===== config.mk =====
export PLATFORM = sky130hd
export DESIGN_NAME = neg16_serial
export DESIGN_NICKNAME = d
export VERILOG_FILES = /design/src/rtl/neg16_serial.sv
export SDC_FILE = /design/constraint.sdc
export NUM_CORES = 1
export LEC_CHECK = 0
export BUFFER_PORTS_ARGS = -buffer_cell sky130_fd_sc_hd__buf_4
export CELL_PAD_IN_SITES_DETAIL_PLACEMENT = 1
export CELL_PAD_IN_SITES_GLOBAL_PLACEMENT = 1
export CORE_MARGIN = 2
export CORE_UTILIZATION = 40
export DETAILED_ROUTE_END_ITERATION = 6
export MAX_ROUTING_LAYER = met4
export PLACE_DENSITY_LB_ADDON = 0.1
export SYNTH_ARGS = -nofsm -noshare
export SYNTH_HDL_FRONTEND = slang
export SYNTH_SLANG_ARGS = --single-unit

===== constraint.sdc =====
create_clock -name clk_i -period 1.6 [get_ports clk_i]
set_input_delay 0.32 -clock clk_i [delete_from_list [all_inputs] [get_ports clk_i]]
set_output_delay 0.32 -clock clk_i [all_outputs]
set_load 0.01 [all_outputs]

===== src/rtl/neg16_serial.sv =====
// Bit-serial 16-bit complement unit: bitwise NOT or two's-complement negate, one bit per clock, LSB first.
// Optional overflow flag port ovf_o is built only when NEG16_SERIAL_OVF_EN is defined.
module neg16_serial (
    input  logic        clk_i,
    input  logic        reset_i,
    input  logic        in_valid_i,
    output logic        in_ready_o,
    input  logic [15:0] in_i,
    input  logic        mode_i,
    output logic        out_valid_o,
    input  logic        out_ready_i,
    output logic [15:0] out_o,
    output logic        busy_o
`ifdef NEG16_SERIAL_OVF_EN
    ,
    output logic        ovf_o
`endif
);

    typedef enum logic [1:0] {
        IDLE  = 2'd0,
        SHIFT = 2'd1,
        DONE  = 2'd2
    } state_t;

    state_t      state_q, state_d;
    logic [15:0] sh_q, sh_d;
    logic [15:0] res_q, res_d;
    logic [15:0] out_q, out_d;
    logic [3:0]  cnt_q, cnt_d;
    logic        c_q, c_d;
    logic        out_valid_q, out_valid_d;
`ifdef NEG16_SERIAL_OVF_EN
    logic        mode_q, mode_d;
    logic        ovf_q, ovf_d;
`endif

    // One inverter + half-adder slice; carry starts at mode so NOT needs no separate path.
    logic        bit_n;
    logic        sum;
    logic [15:0] res_shift;

    assign bit_n     = ~sh_q[0];
    assign sum       = bit_n ^ c_q;
    assign res_shift = {sum, res_q[15:1]};

    assign in_ready_o  = (state_q == IDLE) & ~reset_i;
    assign busy_o      = (state_q != IDLE);
    assign out_valid_o = out_valid_q;
    assign out_o       = out_q;
`ifdef NEG16_SERIAL_OVF_EN
    assign ovf_o       = ovf_q;
`endif

    always_comb begin
        state_d = state_q;
        sh_d    = sh_q;
        res_d   = res_q;
        out_d   = out_q;
        cnt_d   = cnt_q;
        c_d     = c_q;
`ifdef NEG16_SERIAL_OVF_EN
        mode_d  = mode_q;
        ovf_d   = ovf_q;
`endif
        case (state_q)
            IDLE: begin
                if (in_valid_i && in_ready_o) begin
                    sh_d    = in_i;
                    c_d     = mode_i;
                    cnt_d   = 4'd0;
`ifdef NEG16_SERIAL_OVF_EN
                    mode_d  = mode_i;
                    ovf_d   = 1'b0;
`endif
                    state_d = SHIFT;
                end
            end
            SHIFT: begin
                c_d   = bit_n & c_q;
                res_d = res_shift;
                sh_d  = sh_q >> 1;
                cnt_d = cnt_q + 4'd1;
                if (cnt_q == 4'd15) begin
                    out_d   = res_shift;
                    state_d = DONE;
`ifdef NEG16_SERIAL_OVF_EN
                    // Carry into bit 15 with in[15]=1 only happens for 0x8000 in negate mode.
                    ovf_d   = mode_q & c_q & sh_q[0];
`endif
                end
            end
            DONE: begin
                if (out_ready_i) begin
                    state_d = IDLE;
                end
            end
            default: state_d = IDLE;
        endcase
        out_valid_d = (state_d == DONE);
    end

    always_ff @(posedge clk_i) begin
        if (reset_i) begin
            state_q     <= IDLE;
            sh_q        <= 16'h0000;
            res_q       <= 16'h0000;
            out_q       <= 16'h0000;
            cnt_q       <= 4'd0;
            c_q         <= 1'b0;
            out_valid_q <= 1'b0;
`ifdef NEG16_SERIAL_OVF_EN
            mode_q      <= 1'b0;
            ovf_q       <= 1'b0;
`endif
        end else begin
            state_q     <= state_d;
            sh_q        <= sh_d;
            res_q       <= res_d;
            out_q       <= out_d;
            cnt_q       <= cnt_d;
            c_q         <= c_d;
            out_valid_q <= out_valid_d;
`ifdef NEG16_SERIAL_OVF_EN
            mode_q      <= mode_d;
            ovf_q       <= ovf_d;
`endif
        end
    end

endmodule


Yosys cells after proc, flatten, opt, wreduce, memory -nomap -nowiden
Cells that the tools add are included.
{ "totals": {"ff_bits": 56} }
{ "op_classes": {"addsub": 1, "eq_ne": 5, "muxes": 10, "bitwise_logic": 5, "n_reduce_logical": 6} }
{ "op_table": {"columns": ["cell", "n"], "rows": [
  ["16-bit case mux with 2 select lines", 1],
  ["16-bit 2-to-1 mux", 1],
  ["4-bit case mux with 2 select lines", 1],
  ["2-bit 2-to-1 mux", 3],
  ["2-bit case mux with 3 select lines", 1],
  ["4-bit by 1-bit adder with 4-bit output (second input constant)", 1],
  ["2-bit equality test (second input constant)", 2],
  ["4-bit equality test (second input constant)", 1],
  ["4-bit 2-to-1 mux", 1],
  ["2-bit AND reduction", 2],
  ["2-bit nonzero test", 2],
  ["1-bit bitwise AND", 2],
  ["2-bit by 1-bit equality test with 1-bit output (second input constant)", 1],
  ["2-bit logical NOT", 1],
  ["2-bit by 1-bit != test with 1-bit output (second input constant)", 1],
  ["1-bit NOT", 2],
  ["1-bit case mux with 2 select lines", 1],
  ["1-bit logical AND", 1],
  ["1-bit 2-to-1 mux", 1],
  ["1-bit bitwise XOR", 1]
]} }

Longest topological paths before layout
{ "depth": {"depth_word": 6, "ltp_mapped": 6, "depth_no_buf": 5} }

Worst setup path after synthesis
Ideal clock, no wire load.
{ "synth_timing": {"path_type": "reg-to-output", "from": "reg state_q[0]", "to": "out in_ready_o", "t_arrival_ps": 1019, "required_ps": 1280, "setup_slack_ps": 261, "path_stages_with_launch": 4, "cell_sequence": "dfxtp_1 buf_2 or2_2 nor2_1"} }
{ "synth_via": {"elab_chain_len": 2} }
{ "synth_rtl": {"columns": ["element", "line", "source"], "rows": [
  ["from (decl)", "26", "state_t state_q, state_d;"],
  ["from (signal assigned)", "117", "state_q <= state_d;"],
  ["2-bit logical NOT", "47", "assign in_ready_o = (state_q == IDLE) & ~reset_i;"],
  ["1-bit bitwise AND", "47", null],
  ["to (decl)", "7", "output logic in_ready_o,"]
]} }
Every way passes these cells.

Worst setup path after layout
Same ends and word-level chain as after synthesis.

==> summary.md <==
| Metric | Value |
|---|---|
| H-tree depth | `2` |
| Initial antenna violation count | `0` |
| Status | `complete, no violations` |
| Ant. Diodes | `0` |
| Post-route clock skew | `0.00539 ns` |
| Crit path kind | `reg2out` |
| Commonest non-fill, non-tap cell in the layout | `dfxtp_1` |
| Area Growth Syn to Fin | `19.8%` |
| Critical Path Fanout Max | `7` |
| Critical Path, Cell by Cell | `or2_2, nor2_1, buf_4` |
| Final WL | `5350 um` |
| Final Max Slew Viols | `0` |
| DRT Pass-1 Iters | `4` |
| Post-route ant nets | `0` |
| CTS Sinks | `55` |
| Via count | `2028` |
| Non-Filler Instances | `393` |
| Number of cell rows | `27` |
| Cells after Synth | `286` |
| Crit path DAT | `1.23 ns` |
| Maximum vdd ir drop | `0.434 mV` |
| Nets | `345` |
| Rel. slew slack | `62.7%` |
| Routability cong. | `0.768` |
| Vias in the first global route | `2045` |
| First-pass GRT wire length | `9180 um` |
| CTS Buffer Depth | `2` |
| Die area | `6420 um^2` |
| Clock tree from TritonCTS | `done` |
| Worst setup SP type | `flop` |
| Synthesized flop and latch total | `55` |
| Yosys warns | `0` |
| CP endpoint kind | `output port` |
| Placed cells | `383` |
| Setup violators final | `0` |
| Commonest non-fill, non-tap cells in the layout | `53 x dfxtp_1, 52 x buf_4, 35 x a21oi_1` |
| Hold Buf Count CTS | `0` |
| Fin area | `2780 um^2` |
| R2R depth | `5` |
| IO Pins | `40` |
| Port bufs | `39` |
| Largest net degree at the start of global routing | `46` |
| Max stage delay cell, worst path | `dfxtp_4` |
| Layout cells sized above 1 | `20.6%` |
| Routed WL per cell | `13.6 um` |
| Gr ovfl total | `0` |
| Final period util | `96.8%` |
| Mapped Avg Cell Area | `8.10 um^2` |
| Core outline area | `5540 um^2` |
| Die Wd | `80.1 um` |
| Synthesized area | `2320 um^2` |
| CP required | `1.28 ns` |
| CTS clk-pin slew, worst paths | `0.09 ns` |
| Power Density | `882 nW/um^2` |
| Root buf cell | `clkbuf_8` |
| Hold Path Stages | `2` |
| Gr usage total | `18.3%` |
| Hpwl dp | `3500 um` |
| DRC viols | `0` |
| Leakage power | `1.03 nW` |
| CTS buffer count | `5` |
| Primary FF master, synth | `dfxtp_1` |
| Clk_lat worst skew | `0.30 ns` |
| Die height | `80.1 um` |
| Fmax | `646 MHz` |
| Placed inst area | `2660 um^2` |
| Final hold vios | `0` |
| Post-synth EDFFs | `0` |
| Syn Nets | `309` |
| Vias per cell | `5.16` |
| Worst-Margin Slew | `0.560 ns` |
| Clock period minus worst slack | `1.55 ns` |
| Initial DRC Count | `78` |
| Initial core utilization | `41.8%` |
| Yosys cell types | `28` |
| Async S/R FF share, synth | `0%` |
| Crit-path max cell delay | `0.37 ns` |
| Sequential element share of the synthesized area | `47.5%` |
| Max-Cap Viols | `0` |
| Min-delay worst type | `in2reg` |
## stage by stage
step	utilization (%)	hold WS, ns	setup TNS, ns	setup WS [ns]	total power, mW
after floorplan	-	0.436	0	0.261	1.66
after global placement	48.1	0.447	0	0.232	1.75
after detailed placement	48.1	0.460	0	0.0972	1.75
after CTS	49.5	0.279	0	0.00689	2.47
after global routing	50.1	0.294	-0.00423	-0.00423	2.59
final	50.1	0.292	0	0.0510	2.45
## timing repair
item,CTS,global route
endpoints found under the setup margin,2,1
gates resized for setup,1,2
setup buffers,0,4
## where the power goes
| part | leakage, nW | switching, mW | internal [mW] |
|---|---|---|---|
| clock network | 0.0361 | 0.427 | 0.292 |
| logic | 0.540 | 0.157 | 0.128 |
| registers | 0.449 | 0.0292 | 1.42 |
## sequential cells by signal, indices dropped and copies added, names as in the netlist
name         cells
out_o           16
sh_q            16
res_q           15
cnt_q            4
state_q          2
c_q              1
out_valid_o      1
## worst max-delay path, delay by kind of cell, from the launching register on
kind / cells / cell delay (ns)
flops: 1 / 0.37
buf+inv: 1 / 0.12
simple gates: 2 / 0.44
## routing by layer
metal / track usage, % / share of wire, % / up-vias / wire length (um)
met4: 3.56 / 0.77 / 0 / 41
li1: - / - / 1036 / -
met2: 30.3 / 46 / 25 / 2460
met1: 23.3 / 50 / 963 / 2680
met5: - / 0 / - / 0
met3: 4.04 / 3.1 / 4 / 164
## synthesized netlist by cell type (3+ instances only)
cell type   n  area (um^2)
nand3_1     3         15.0
dfxtp_1    55         1100
o2bb2ai_1  13          114
buf_2       9         45.0
nor2_1     33          124
buf_6       3         33.8
o21ai_0    17         85.1
or3_1      18          113
inv_1      19         71.3
clkbuf_1   12         45.0
nand2_1    33          124
a211oi_1   15          113
a21oi_1    35          175
## cell type report
cell class                 instances  area (um^2)
tap                               72         90.1
multi-input combinational        188         1020
inverter                          19         71.3
sequential                        55         1110
fill                             697         2770
clock buffer                       5         68.8
clock inverter                     1         7.51
timing repair buffer              53          410
## worst paths after layout
kind / to / from / slack (ns)
max: in_ready_o / state_q[0]$_SDFF_PP0_ / 0.05
min: out_o[12]$_SDFFE_PP0P_ / reset_i / 0.29
max reg2reg: out_o[14]$_SDFFE_PP0P_ / cnt_q[0]$_SDFFE_PP0P_ / 0.15
min reg2reg: res_q[1]$_SDFFE_PP0P_ / res_q[1]$_SDFFE_PP0P_ / 0.47
## cells by family (layout without fill, tap and decap cells)
kind of cell    after synthesis  count (layout)  share of synthesized area (%)
fa+ha+maj                     2               2                           1.08
compound gates               88              88                           23.7
buf+inv                      43              78                           8.42
simple gates                 98              98                           19.3
flops                        55              55                           47.5
No activity file was read; power rests on OpenSTA's default activity.
